--- src/rtl/nested_assoc_reader_pkg.sv ---
// Shared types for the nested associative-array reader: read ops, FSM states,
// slot payload and the lexicographic {k1,k2} key ordering.
package nested_assoc_pkg;

    localparam int unsigned K1W = 32;
    localparam int unsigned K2W = 64;
    localparam int unsigned DW  = 32;

    typedef enum logic [1:0] {
        OP_LOOKUP = 2'd0,
        OP_FIRST  = 2'd1,
        OP_NEXT   = 2'd2,
        OP_RSVD   = 2'd3
    } rd_op_e;

    typedef enum logic [1:0] {
        ST_IDLE = 2'd0,
        ST_SCAN = 2'd1,
        ST_RESP = 2'd2
    } state_e;

    typedef struct packed {
        logic           valid;
        logic [K1W-1:0] k1;
        logic [K2W-1:0] k2;
        logic [DW-1:0]  data;
    } entry_t;

    // Unsigned compare with k1 as the most-significant part.
    function automatic logic key_gt(input logic [K1W-1:0] k1a, input logic [K2W-1:0] k2a,
                                    input logic [K1W-1:0] k1b, input logic [K2W-1:0] k2b);
        return {k1a, k2a} > {k1b, k2b};
    endfunction

endpackage

--- src/rtl/nested_assoc_reader_if.sv ---
// Write, read-request and response channels of the nested associative reader.
interface nested_assoc_reader_if #(parameter int unsigned DEPTH = 8);
    import nested_assoc_pkg::*;

    localparam int unsigned CW = $clog2(DEPTH + 1);

    logic           wr_valid;
    logic           wr_ready;
    logic [K1W-1:0] wr_k1;
    logic [K2W-1:0] wr_k2;
    logic [DW-1:0]  wr_data;
    logic           wr_dropped;
    logic           rd_valid;
    logic           rd_ready;
    logic [1:0]     rd_op;
    logic [K1W-1:0] rd_k1;
    logic [K2W-1:0] rd_k2;
    logic           rsp_valid;
    logic           rsp_ready;
    logic           rsp_hit;
    logic [K1W-1:0] rsp_k1;
    logic [K2W-1:0] rsp_k2;
    logic [DW-1:0]  rsp_data;
    logic [CW-1:0]  count;

    modport master (
        output wr_valid, wr_k1, wr_k2, wr_data, rd_valid, rd_op, rd_k1, rd_k2, rsp_ready,
        input  wr_ready, wr_dropped, rd_ready, rsp_valid, rsp_hit, rsp_k1, rsp_k2,
               rsp_data, count
    );

    modport slave (
        input  wr_valid, wr_k1, wr_k2, wr_data, rd_valid, rd_op, rd_k1, rd_k2, rsp_ready,
        output wr_ready, wr_dropped, rd_ready, rsp_valid, rsp_hit, rsp_k1, rsp_k2,
               rsp_data, count
    );

endinterface

--- src/rtl/nested_assoc_reader_store.sv ---
// Slot array with parallel key match, lowest-free allocation, entry count and
// an indexed read mux used by the scanning FSM.
module nested_assoc_store
    import nested_assoc_pkg::*;
#(
    parameter int unsigned DEPTH = 8
) (
    input  logic                         clk,
    input  logic                         rst_n,
    input  logic                         wr_en_i,
    input  logic [K1W-1:0]               wr_k1_i,
    input  logic [K2W-1:0]               wr_k2_i,
    input  logic [DW-1:0]                wr_data_i,
    input  logic [$clog2(DEPTH)-1:0]     rd_idx_i,
    output entry_t                       rd_entry_c_o,
    output logic [$clog2(DEPTH+1)-1:0]   count_o,
    output logic                         dropped_o
);

    localparam int unsigned IW = $clog2(DEPTH);
    localparam int unsigned CW = $clog2(DEPTH + 1);

    logic [DEPTH-1:0] valid_q, valid_d;
    logic [K1W-1:0]   k1_q   [DEPTH];
    logic [K2W-1:0]   k2_q   [DEPTH];
    logic [DW-1:0]    data_q [DEPTH];
    logic [CW-1:0]    count_q, count_d;
    logic             dropped_q, dropped_d;

    logic          hit_any, free_any, alloc, upd;
    logic [IW-1:0] hit_idx, free_idx, wr_idx;

    // Match and allocation: the first hit / first free slot from index 0 wins.
    always_comb begin
        hit_any  = 1'b0;
        hit_idx  = '0;
        free_any = 1'b0;
        free_idx = '0;
        for (int unsigned i = 0; i < DEPTH; i++) begin
            if (!hit_any && valid_q[i] && k1_q[i] == wr_k1_i && k2_q[i] == wr_k2_i) begin
                hit_any = 1'b1;
                hit_idx = IW'(i);
            end
            if (!free_any && !valid_q[i]) begin
                free_any = 1'b1;
                free_idx = IW'(i);
            end
        end
        upd       = wr_en_i && hit_any;
        alloc     = wr_en_i && !hit_any && free_any;
        wr_idx    = hit_any ? hit_idx : free_idx;
        dropped_d = wr_en_i && !hit_any && !free_any;
        valid_d   = valid_q;
        count_d   = count_q;
        if (alloc) begin
            valid_d[free_idx] = 1'b1;
            count_d           = count_q + CW'(1);
        end
    end

    always_ff @(posedge clk or negedge rst_n) begin
        if (!rst_n) begin
            valid_q   <= '0;
            count_q   <= '0;
            dropped_q <= 1'b0;
        end else begin
            valid_q   <= valid_d;
            count_q   <= count_d;
            dropped_q <= dropped_d;
        end
    end

    // Key/data payload is qualified by valid_q and needs no reset.
    always_ff @(posedge clk) begin
        if (alloc || upd) begin
            k1_q[wr_idx]   <= wr_k1_i;
            k2_q[wr_idx]   <= wr_k2_i;
            data_q[wr_idx] <= wr_data_i;
        end
    end

    always_comb begin
        rd_entry_c_o.valid = valid_q[rd_idx_i];
        rd_entry_c_o.k1    = k1_q[rd_idx_i];
        rd_entry_c_o.k2    = k2_q[rd_idx_i];
        rd_entry_c_o.data  = data_q[rd_idx_i];
    end

    assign count_o   = count_q;
    assign dropped_o = dropped_q;

endmodule

--- src/rtl/nested_assoc_reader.sv ---
// Two-level associative array reader: write port into the slot store, and a
// fixed-latency scan FSM serving LOOKUP / FIRST / NEXT requests.
module nested_assoc_reader
    import nested_assoc_pkg::*;
#(
    parameter int unsigned DEPTH = 8
) (
    input  logic                  clk,
    input  logic                  rst_n,
    nested_assoc_reader_if.slave  bus
);

    localparam int unsigned IW = $clog2(DEPTH);
    localparam int unsigned CW = $clog2(DEPTH + 1);

    state_e         state_q, state_d;
    rd_op_e         op_q, op_d;
    logic [K1W-1:0] req_k1_q, req_k1_d;
    logic [K2W-1:0] req_k2_q, req_k2_d;
    logic [IW-1:0]  idx_q, idx_d;
    logic           idle_q, idle_d;
    logic           rsp_valid_q, rsp_valid_d;
    logic           rsp_hit_q, rsp_hit_d;
    logic [K1W-1:0] rsp_k1_q, rsp_k1_d;
    logic [K2W-1:0] rsp_k2_q, rsp_k2_d;
    logic [DW-1:0]  rsp_data_q, rsp_data_d;

    entry_t         slot;
    logic           take;
    logic           wr_ready_c;
    logic           wr_en;
    logic [CW-1:0]  count;
    logic           wr_dropped;

    // Reads have priority; a colliding write stays pending.
    assign wr_ready_c = idle_q && !bus.rd_valid;
    assign wr_en      = bus.wr_valid && wr_ready_c;

    nested_assoc_store #(.DEPTH(DEPTH)) u_store (
        .clk          (clk),
        .rst_n        (rst_n),
        .wr_en_i      (wr_en),
        .wr_k1_i      (bus.wr_k1),
        .wr_k2_i      (bus.wr_k2),
        .wr_data_i    (bus.wr_data),
        .rd_idx_i     (idx_q),
        .rd_entry_c_o (slot),
        .count_o      (count),
        .dropped_o    (wr_dropped)
    );

    // Whether the slot under the scan pointer becomes the new best candidate.
    always_comb begin
        take = 1'b0;
        if (slot.valid) begin
            case (op_q)
                OP_FIRST: take = !rsp_hit_q || key_gt(rsp_k1_q, rsp_k2_q, slot.k1, slot.k2);
                OP_NEXT:  take = key_gt(slot.k1, slot.k2, req_k1_q, req_k2_q) &&
                                 (!rsp_hit_q || key_gt(rsp_k1_q, rsp_k2_q, slot.k1, slot.k2));
                default:  take = (slot.k1 == req_k1_q) && (slot.k2 == req_k2_q);
            endcase
        end
    end

    always_comb begin
        state_d     = state_q;
        op_d        = op_q;
        req_k1_d    = req_k1_q;
        req_k2_d    = req_k2_q;
        idx_d       = idx_q;
        rsp_valid_d = rsp_valid_q;
        rsp_hit_d   = rsp_hit_q;
        rsp_k1_d    = rsp_k1_q;
        rsp_k2_d    = rsp_k2_q;
        rsp_data_d  = rsp_data_q;
        case (state_q)
            ST_IDLE: begin
                if (bus.rd_valid) begin
                    op_d       = rd_op_e'(bus.rd_op);
                    req_k1_d   = bus.rd_k1;
                    req_k2_d   = bus.rd_k2;
                    idx_d      = '0;
                    rsp_hit_d  = 1'b0;
                    rsp_k1_d   = '0;
                    rsp_k2_d   = '0;
                    rsp_data_d = '0;
                    state_d    = ST_SCAN;
                end
            end
            ST_SCAN: begin
                if (take) begin
                    rsp_hit_d  = 1'b1;
                    rsp_k1_d   = slot.k1;
                    rsp_k2_d   = slot.k2;
                    rsp_data_d = slot.data;
                end
                idx_d = idx_q + IW'(1);
                if (idx_q == IW'(DEPTH - 1)) begin
                    idx_d   = '0;
                    state_d = ST_RESP;
                end
            end
            ST_RESP: begin
                // First RESP cycle publishes the settled candidate.
                if (!rsp_valid_q) begin
                    rsp_valid_d = 1'b1;
                end else if (bus.rsp_ready) begin
                    rsp_valid_d = 1'b0;
                    state_d     = ST_IDLE;
                end
            end
            default: state_d = ST_IDLE;
        endcase
        idle_d = (state_d == ST_IDLE);
    end

    always_ff @(posedge clk or negedge rst_n) begin
        if (!rst_n) begin
            state_q     <= ST_IDLE;
            op_q        <= OP_LOOKUP;
            req_k1_q    <= '0;
            req_k2_q    <= '0;
            idx_q       <= '0;
            idle_q      <= 1'b1;
            rsp_valid_q <= 1'b0;
            rsp_hit_q   <= 1'b0;
            rsp_k1_q    <= '0;
            rsp_k2_q    <= '0;
            rsp_data_q  <= '0;
        end else begin
            state_q     <= state_d;
            op_q        <= op_d;
            req_k1_q    <= req_k1_d;
            req_k2_q    <= req_k2_d;
            idx_q       <= idx_d;
            idle_q      <= idle_d;
            rsp_valid_q <= rsp_valid_d;
            rsp_hit_q   <= rsp_hit_d;
            rsp_k1_q    <= rsp_k1_d;
            rsp_k2_q    <= rsp_k2_d;
            rsp_data_q  <= rsp_data_d;
        end
    end

    assign bus.wr_ready   = wr_ready_c;
    assign bus.rd_ready   = idle_q;
    assign bus.wr_dropped = wr_dropped;
    assign bus.count      = count;
    assign bus.rsp_valid  = rsp_valid_q;
    assign bus.rsp_hit    = rsp_hit_q;
    assign bus.rsp_k1     = rsp_k1_q;
    assign bus.rsp_k2     = rsp_k2_q;
    assign bus.rsp_data   = rsp_data_q;

endmodule

--- src/flat_wrapper.sv ---
// flat-port wrapper written by rule: the top's interface ports become plain ports
module nested_assoc_reader_flat import nested_assoc_pkg::*;
#(
    parameter int unsigned DEPTH = 8
)
  (clk, rst_n, bus_wr_valid, bus_wr_k1, bus_wr_k2, bus_wr_data, bus_rd_valid, bus_rd_op, bus_rd_k1, bus_rd_k2, bus_rsp_ready, bus_wr_ready, bus_wr_dropped, bus_rd_ready, bus_rsp_valid, bus_rsp_hit, bus_rsp_k1, bus_rsp_k2, bus_rsp_data, bus_count);
  nested_assoc_reader_if #(.DEPTH(DEPTH)) bus_i ();
  input  logic clk;
  input  logic rst_n;
  input wire logic [$bits(bus_i.wr_valid)-1:0] bus_wr_valid;
  input wire logic [$bits(bus_i.wr_k1)-1:0] bus_wr_k1;
  input wire logic [$bits(bus_i.wr_k2)-1:0] bus_wr_k2;
  input wire logic [$bits(bus_i.wr_data)-1:0] bus_wr_data;
  input wire logic [$bits(bus_i.rd_valid)-1:0] bus_rd_valid;
  input wire logic [$bits(bus_i.rd_op)-1:0] bus_rd_op;
  input wire logic [$bits(bus_i.rd_k1)-1:0] bus_rd_k1;
  input wire logic [$bits(bus_i.rd_k2)-1:0] bus_rd_k2;
  input wire logic [$bits(bus_i.rsp_ready)-1:0] bus_rsp_ready;
  output wire logic [$bits(bus_i.wr_ready)-1:0] bus_wr_ready;
  output wire logic [$bits(bus_i.wr_dropped)-1:0] bus_wr_dropped;
  output wire logic [$bits(bus_i.rd_ready)-1:0] bus_rd_ready;
  output wire logic [$bits(bus_i.rsp_valid)-1:0] bus_rsp_valid;
  output wire logic [$bits(bus_i.rsp_hit)-1:0] bus_rsp_hit;
  output wire logic [$bits(bus_i.rsp_k1)-1:0] bus_rsp_k1;
  output wire logic [$bits(bus_i.rsp_k2)-1:0] bus_rsp_k2;
  output wire logic [$bits(bus_i.rsp_data)-1:0] bus_rsp_data;
  output wire logic [$bits(bus_i.count)-1:0] bus_count;
  assign bus_i.wr_valid = bus_wr_valid;
  assign bus_i.wr_k1 = bus_wr_k1;
  assign bus_i.wr_k2 = bus_wr_k2;
  assign bus_i.wr_data = bus_wr_data;
  assign bus_i.rd_valid = bus_rd_valid;
  assign bus_i.rd_op = bus_rd_op;
  assign bus_i.rd_k1 = bus_rd_k1;
  assign bus_i.rd_k2 = bus_rd_k2;
  assign bus_i.rsp_ready = bus_rsp_ready;
  assign bus_wr_ready = bus_i.wr_ready;
  assign bus_wr_dropped = bus_i.wr_dropped;
  assign bus_rd_ready = bus_i.rd_ready;
  assign bus_rsp_valid = bus_i.rsp_valid;
  assign bus_rsp_hit = bus_i.rsp_hit;
  assign bus_rsp_k1 = bus_i.rsp_k1;
  assign bus_rsp_k2 = bus_i.rsp_k2;
  assign bus_rsp_data = bus_i.rsp_data;
  assign bus_count = bus_i.count;
  nested_assoc_reader #(.DEPTH(DEPTH)) u_core (.clk(clk), .rst_n(rst_n), .bus(bus_i));
endmodule
--- config.mk ---
export PLATFORM = sky130hd
export DESIGN_NAME = nested_assoc_reader_flat
export DESIGN_NICKNAME = d
export VERILOG_FILES = /design/src/rtl/nested_assoc_reader_pkg.sv /design/src/rtl/nested_assoc_reader_if.sv /design/src/rtl/nested_assoc_reader_store.sv /design/src/rtl/nested_assoc_reader.sv /design/src/flat_wrapper.sv
export SDC_FILE = /design/constraint.sdc
export NUM_CORES = 2
export LEC_CHECK = 0
export CAP_MARGIN = 20
export CORE_AREA = 2 2 389 391
export CTS_CLUSTER_SIZE = 24
export DETAILED_ROUTE_END_ITERATION = 6
export DIE_AREA = 0 0 391 393
export HOLD_SLACK_MARGIN = 0.1
export PLACE_DENSITY = 0.65
export SLEW_MARGIN = 20
export SYNTH_ARGS = -nofsm -noshare
export SYNTH_HDL_FRONTEND = slang
export SYNTH_SLANG_ARGS = --single-unit
--- constraint.sdc ---
create_clock -name clk -period 34.4 [get_ports clk]
set_clock_uncertainty 0.2 [all_clocks]
set_input_delay 3.44 -clock clk [delete_from_list [all_inputs] [get_ports clk]]
set_output_delay 3.44 -clock clk [all_outputs]
set_load 0.03 [all_outputs]
# After elaboration in Yosys (flattened, before gate mapping)

Memory sizes are Yosys's and may differ from the RTL's.
Index checks and enable logic that the tools add are counted.

Bits of input ports: 231
Register bits: 247
Word-level logic and storage cells: 181
Memories: 3
Output and inout bits: 137
Bits in writable memories: 1024

Memory list:

| memory                | depth | bits a word | read ports | clocked after Yosys merged registers in | wr ports | RTL line                        | source |
|---|---|---|---|---|---|---|---|
| u_core.u_store.k2_q   | 8     | 64          | 9          | 0                                       | 1        | nested_assoc_reader_store.sv:25 | `logic [K2W-1:0] k2_q [DEPTH];` |
| u_core.u_store.data_q | 8     | 32          | 1          | 0                                       | 1        | nested_assoc_reader_store.sv:26 | `logic [DW-1:0] data_q [DEPTH];` |
| u_core.u_store.k1_q   | 8     | 32          | 9          | 0                                       | 1        | nested_assoc_reader_store.sv:24 | `logic [K1W-1:0] k1_q [DEPTH];` |

$add $sub $neg: 2
$lt $le $gt $ge: 5
Bitwise logic cells: 1
Reductions and logical operators: 71
Multiplexer cells: 60
Eq/ne operators: 25

Operator list:

| cell                                                        | count |
|---|---|
| == test 64 bit                                              | 9 |
| == test 32 bit                                              | 9 |
| > comparator 96 bit                                         | 2 |
| 2-to-1 mux 64 bit                                           | 2 |
| one-hot mux 32 bit (2 select lines)                         | 2 |
| one-hot mux 64 bit (2 select lines)                         | 1 |
| 2-to-1 mux 32 bit                                           | 3 |
| 2-to-1 mux 3 bit                                            | 14 |
| logical AND 1 bit                                           | 39 |
| 2-to-1 mux 1 bit                                            | 27 |
| zero test 1 bit                                             | 24 |
| 2-to-1 mux 2 bit                                            | 5 |
| less-than comparator 3 x 4 -> 1 bit (second input constant) | 2 |
| bitwise OR 8 bit                                            | 1 |
| one-hot mux 2 bit (3 select lines)                          | 1 |
| one-hot mux 3 bit (2 select lines)                          | 1 |
| adder 4 x 1 -> 4 bit (second input constant)                | 1 |
| == test 2 x 1 -> 1 bit (second input constant)              | 2 |
| == test 2 bit (second input constant)                       | 2 |
| zero test 2 bit                                             | 2 |
| one-hot mux 1 bit (2 select lines)                          | 2 |
| AND reduction 2 bit                                         | 2 |
| adder 3 x 1 -> 3 bit (second input constant)                | 1 |
| binary-select mux 1 bit (select 3 bit)                      | 1 |
| other kinds (8)                                             | 9 |

# Longest topological paths before layout

An unclocked memory read counts as a cell.

Depth in word-level cells: 46
Gate-level depth with buffers: 18
Depth with buffers taken out: 13

# Modules after synthesis

Synthesis repeated with hierarchy kept, for this count alone.

Cell total of the unflattened synthesis: 4310
Area, all modules: 63175.6 µm²

By module, submodules not included:

| module              | cells an instance | seq. area each (µm²) | area an instance (µm²) | instances |
|---|---|---|---|---|
| nested_assoc_store  | 2933              | 31074.8              | 48888.1                | 1 |
| nested_assoc_reader | 1377              | 5856.9               | 14287.5                | 1 |

# Least setup slack after synthesis

OpenSTA, ideal clock, no wires.

Path kind: input port to flip-flop
From: input port bus_wr_k2[35]
To: memory u_core.u_store.data_q[4][0], enable pin
Library setup time: 932 ps
Path buffers: 1
Data required time: 33268 ps
Data arrival time: 17632 ps
Cell stages on the path: 10
Setup slack: 15636 ps
Cells stage by stage: clkbuf_2 -> clkinv_1 -> a2111o_1 -> nor4_1 -> nand4_1 -> nor4_1 -> nor4_1 -> nand3_2 -> o21bai_1 -> nor4_1

Word-level cells in the longest chain between the ends: 44
Elaborated cells on any way between the ends: 60
Classes of those cells: eq/ne: 8; mux: 18; reduce/logical: 34

RTL lines:

| item                                   | RTL line                        | source |
|---|---|---|
| start, declared                        | flat_wrapper.sv:12              | `input wire logic [$bits(bus_i.wr_k2)-1:0] bus_wr_k2;` |
| == test 64 bit                         | nested_assoc_reader_store.sv:40 | `if (!hit_any && valid_q[i] && k1_q[i] == wr_k1_i && k2_q[i] == wr_k2_i) begin` |
| logical AND 1 bit                      | nested_assoc_reader_store.sv:40 |  |
| 2-to-1 mux 1 bit                       | nested_assoc_reader_store.sv:40 |  |
| zero test 1 bit                        | nested_assoc_reader_store.sv:40 |  |
| logical AND 1 bit (3 in series)        | nested_assoc_reader_store.sv:40 |  |
| 2-to-1 mux 1 bit                       | nested_assoc_reader_store.sv:40 |  |
| zero test 1 bit                        | nested_assoc_reader_store.sv:40 |  |
| logical AND 1 bit (3 in series)        | nested_assoc_reader_store.sv:40 |  |
| (+21 left out)                         | n/a                             |  |
| zero test 1 bit                        | nested_assoc_reader_store.sv:40 |  |
| logical AND 1 bit (3 in series)        | nested_assoc_reader_store.sv:40 |  |
| 2-to-1 mux 1 bit                       | nested_assoc_reader_store.sv:40 |  |
| zero test 1 bit                        | nested_assoc_reader_store.sv:50 | `alloc = wr_en_i && !hit_any && free_any;` |
| logical AND 1 bit (2 in series)        | nested_assoc_reader_store.sv:50 |  |
| logical OR 1 bit                       | nested_assoc_reader_store.sv:75 | `if (alloc \|\| upd) begin` |
| 2-to-1 mux 1 bit                       | nested_assoc_reader_store.sv:75 |  |
| 2-to-1 mux 1 bit (implied by the code) | nested_assoc_reader_store.sv:78 | `data_q[wr_idx] <= wr_data_i;` |
| end, declared                          | nested_assoc_reader_store.sv:26 |  |

Parallel ways exist; a longest one is shown, timed or not.

# Final worst setup path

From: input port bus_wr_k1[31]
To: memory u_core.u_store.k2_q[0][3], enable pin

Word-level cells in the longest chain between the ends: 45
Elaborated cells on any way between the ends: 61
Classes of those cells: eq/ne: 8; mux: 18; reduce/logical: 35

RTL lines:

| item                                   | RTL line                        | source |
|---|---|---|
| start, declared                        | flat_wrapper.sv:11              | `input wire logic [$bits(bus_i.wr_k1)-1:0] bus_wr_k1;` |
| == test 32 bit                         | nested_assoc_reader_store.sv:40 |  |
| logical AND 1 bit (2 in series)        | nested_assoc_reader_store.sv:40 |  |
| 2-to-1 mux 1 bit                       | nested_assoc_reader_store.sv:40 |  |
| zero test 1 bit                        | nested_assoc_reader_store.sv:40 |  |
| logical AND 1 bit (3 in series)        | nested_assoc_reader_store.sv:40 |  |
| 2-to-1 mux 1 bit                       | nested_assoc_reader_store.sv:40 |  |
| zero test 1 bit                        | nested_assoc_reader_store.sv:40 |  |
| logical AND 1 bit (3 in series)        | nested_assoc_reader_store.sv:40 |  |
| (+21 left out)                         | n/a                             |  |
| zero test 1 bit                        | nested_assoc_reader_store.sv:40 |  |
| logical AND 1 bit (3 in series)        | nested_assoc_reader_store.sv:40 |  |
| 2-to-1 mux 1 bit                       | nested_assoc_reader_store.sv:40 |  |
| zero test 1 bit                        | nested_assoc_reader_store.sv:50 |  |
| logical AND 1 bit (2 in series)        | nested_assoc_reader_store.sv:50 |  |
| logical OR 1 bit                       | nested_assoc_reader_store.sv:75 |  |
| 2-to-1 mux 1 bit                       | nested_assoc_reader_store.sv:75 |  |
| 2-to-1 mux 1 bit (implied by the code) | nested_assoc_reader_store.sv:77 | `k2_q[wr_idx] <= wr_k2_i;` |
| end, declared                          | nested_assoc_reader_store.sv:25 |  |

Parallel ways exist; a longest one is shown, timed or not.

==> results.md <==
- Worst path arrival time: 10.62 ns
- Post-cts resize count: 0
- Post-layout minimum cycle time: 10.44 ns
- First-pass GRT wire length: 413000 µm
- All-Layer GR Usage: 0.416
- Vias in the first global route: 42000
- Area Overhead vs Synth: 18.5%
- M1 GR Usage: 0.566
- Seq cells post-synth: 1271
- CP Cell Sequence: clkdlybuf4s50_1, xnor2_1, nand4_1, nor4_1, nand4_1, nor4_2, nor4_1, nand3_2, o21bai_1, nor4_2, buf_4, buf_4
- Port Buf Inserts: 367
- DP HPWL: 252000 µm
- Hold crit path type: reg2reg
- Wire per inst: 47.4 µm
- Largest cells by area after synthesis: edfxtp_1 (49%), dfrtp_1 (9.9%), mux4_2 (9.3%)
- Total number of vias: 44200
- CP max FO: 57
- Post-DRT Antenna Nets: 0
- Post-Syn Nets: 4686
- Leakage power: 26.1 nW
- Main combinational cell family by area after synthesis: multiplexers
- Synth top area share: 0.492
- Area leader, netlist: edfxtp_1
- Worst-Margin Slew: 1.40 ns
- Period utilization: 0.304
- Post-layout instance area: 74000 µm²
- Yosys cell types: 65
- Routability Congestion: 1.08
- Met2 Usage GRT: 0.593
- Required time of the critical path: 34.57 ns
- Post-synthesis compound-gate area fraction: 0.0476
- CTS buffer count: 145
- Max_slew headroom: 0.0407
- Predominant post-synthesis flop cell: edfxtp_1
- Power Density: 79.0 nW/µm²
- Synthesized area: 62500 µm²
- Final Hold Fails: 0
- Die W: 391 µm
- TritonCTS clock tree: yes
- Global route overflow: 0
- Hold buffers post-CTS: 0
- Clk root buf: clkbuf_16
- VDD IR max: 62.6 µV
- Syn Area/Cell: 14.7 µm²
- Clock Latency Late Sink: 0.82 ns
- Max Fclk: 95.7 MHz
- Initial Util: 0.419
- Post-synthesis mux area share: 0.152
- Core ar.: 149000 µm²
- Pwr Total: 5.84 mW
- Post-CTS Setup Inserts: 0
- Crit end category: register
- Via-per-instance ratio: 6.49
- CP max-delay cell: nor4_2
- Drt initial violations: 6408
- Row count: 142
- Slew Viols, Final: 0
- Initial antenna violation count: 57
- Final setup viols: 0
- Nets: 5145
- Share of cells above drive strength 1: 0.158
- Die Ht: 393 µm
- Ports: 368
- DR pass1 iterations: 6
- Post-synthesis sequential area ratio: 0.591
- Unrepaired setup endpoints after global routing: false
- Post-Synth Adder-Cell Area: 0.0395
- Die ar.: 154000 µm²
- Status: complete, no violations
- Setup TNS Final: 0 ns
- Post-synth EDFFs: 1024
- Ys async rst share: 0.194
- Layer with the highest usage: met2
- CP startpoint kind: primary input
- Max-cap violations: 0
- Clk sinks: 1271
- Largest net degree at the start of global routing: 113
- Synth warn: 0
- Worst-path clk slew: 0.06 ns
- Kind of critical path: in2reg
- Xor-xnor portion of the synthesized cell area: 0.0688
- Maximum clock insertion buffer count: 3
- Max stage delay on crit path: 0.93 ns
- Post-Synth Simple-Gate Area: 0.0666
- Global Route met3 Usage: 0.120
- Final wirelength: 322000 µm
- Syn Inst Count: 4258
- Placed Area: 69000 µm²
- H-tree depth: 4
- Remaining DRCs: 0
cell type report:
type / instances / area, µm²
multi-input cells: 2472 / 23600
well taps: 1944 / 2430
clock buffers: 198 / 3950
clock inverters: 68 / 963
diodes: 25 / 62.6
fillers: 12800 / 75200
inverters: 309 / 1160
repair buffers: 518 / 4900
flip-flops and latches: 1271 / 36900
cells in the final DEF, fill, tap and decap left out, types with 146 or more instances in the layout:
cell type and count:
nand4_1 148, xnor2_1 357, mux2i_1 245, clkdlybuf4s50_1 363, dfrtp_1 243, mux4_2 258, edfxtp_1 1024, clkbuf_16 146
ha_1 197, inv_1 306, nand2_1 196
synth_stat cells, types with 114 or more instances:
master,n
mux4_2,258
ha_1,197
inv_1,306
mux2i_1,256
nand2_1,196
xor2_1,130
edfxtp_1,1024
nand2b_1,133
dfrtp_1,246
nand4_1,148
xnor2_1,361
nor4_1,114
worst max-delay path: cells and delay by family:
kind,cells,cell delay (ns)
AO/OA/AOI/OAI,1,0.30
AND/OR/NAND/NOR,7,3.34
XOR/XNOR,1,0.92
buffers and inverters,3,2.41
registers in the layout (all words and copies together) (netlist names), 2 cells and up:
signal	cells
u_core.bus.rsp_data	32
u_core.bus.rsp_k1	32
u_core.bus.rsp_k2	64
u_core.idx_q	3
u_core.op_q	2
u_core.req_k1_q	32
u_core.req_k2_q	64
u_core.state_q	2
u_core.u_store.count_o	4
u_core.u_store.data_q	256
u_core.u_store.k1_q	256
u_core.u_store.k2_q	512
u_core.u_store.valid_q	8
stage by stage:
stage,hold slack [ns],util,std cells,worst slack (ns)
finish,0.293,0.496,6805,23.96
global route,0.311,0.495,6780,23.96
CTS,0.296,0.495,6780,24.38
detailed placement,0.282,0.462,6514,23.60
global placement,0.262,0.462,6513,22.85
floorplan,0.250,-,4258,15.64
cells by family (layout without fill, tap and decap cells):
| group | count (synthesis) | in the layout |
|---|---|---|
| simple gates | 761 | 761 |
| fa+ha+maj | 197 | 197 |
| other cells | 0 | 25 |
| mux | 615 | 615 |
| compound gates | 408 | 408 |
| xor+xnor | 491 | 491 |
| buf+inv | 515 | 1093 |
| flops | 1271 | 1271 |
metal layers:
layer  up-vias  part of all wire
met5         -           0.00078
met4        40             0.068
met3       599              0.11
met2      2938              0.42
met1     23400              0.40
li1      17200                 -
power breakdown:
group / leakage [nW] / switching, mW / total, mW / internal (mW)
logic: 11.4 / 1.38 / 2.26 / 0.878
registers: 12.4 / 0.150 / 1.97 / 1.82
clock network: 2.36 / 0.695 / 1.61 / 0.917
total: 26.1 / 2.23 / 5.84 / 3.62
final timing paths:
check / slack [ns] / cells after the start / start / to
worst max-delay path: 23.96 / 12 / bus_wr_k1[31] / u_core.u_store.k2_q[0][3]$_DFFE_PP_
worst min-delay path: 0.29 / 1 / u_core.u_store.count_o[3]$_DFFE_PN0P_ / u_core.u_store.count_o[3]$_DFFE_PN0P_
worst max register to register: 24.77 / 19 / u_core.idx_q[0]$_DFFE_PN0P_ / u_core.bus.rsp_k2[11]$_DFFE_PN0P_
worst min register to register: 0.29 / 1 / u_core.u_store.count_o[3]$_DFFE_PN0P_ / u_core.u_store.count_o[3]$_DFFE_PN0P_
max in group asynchronous: 28.84 / 4 / rst_n / u_core.idx_q[1]$_DFFE_PN0P_
min in group asynchronous: 2.42 / 1 / rst_n / u_core.bus.rsp_k2[9]$_DFFE_PN0P_
(Power assumes the default switching activity.)
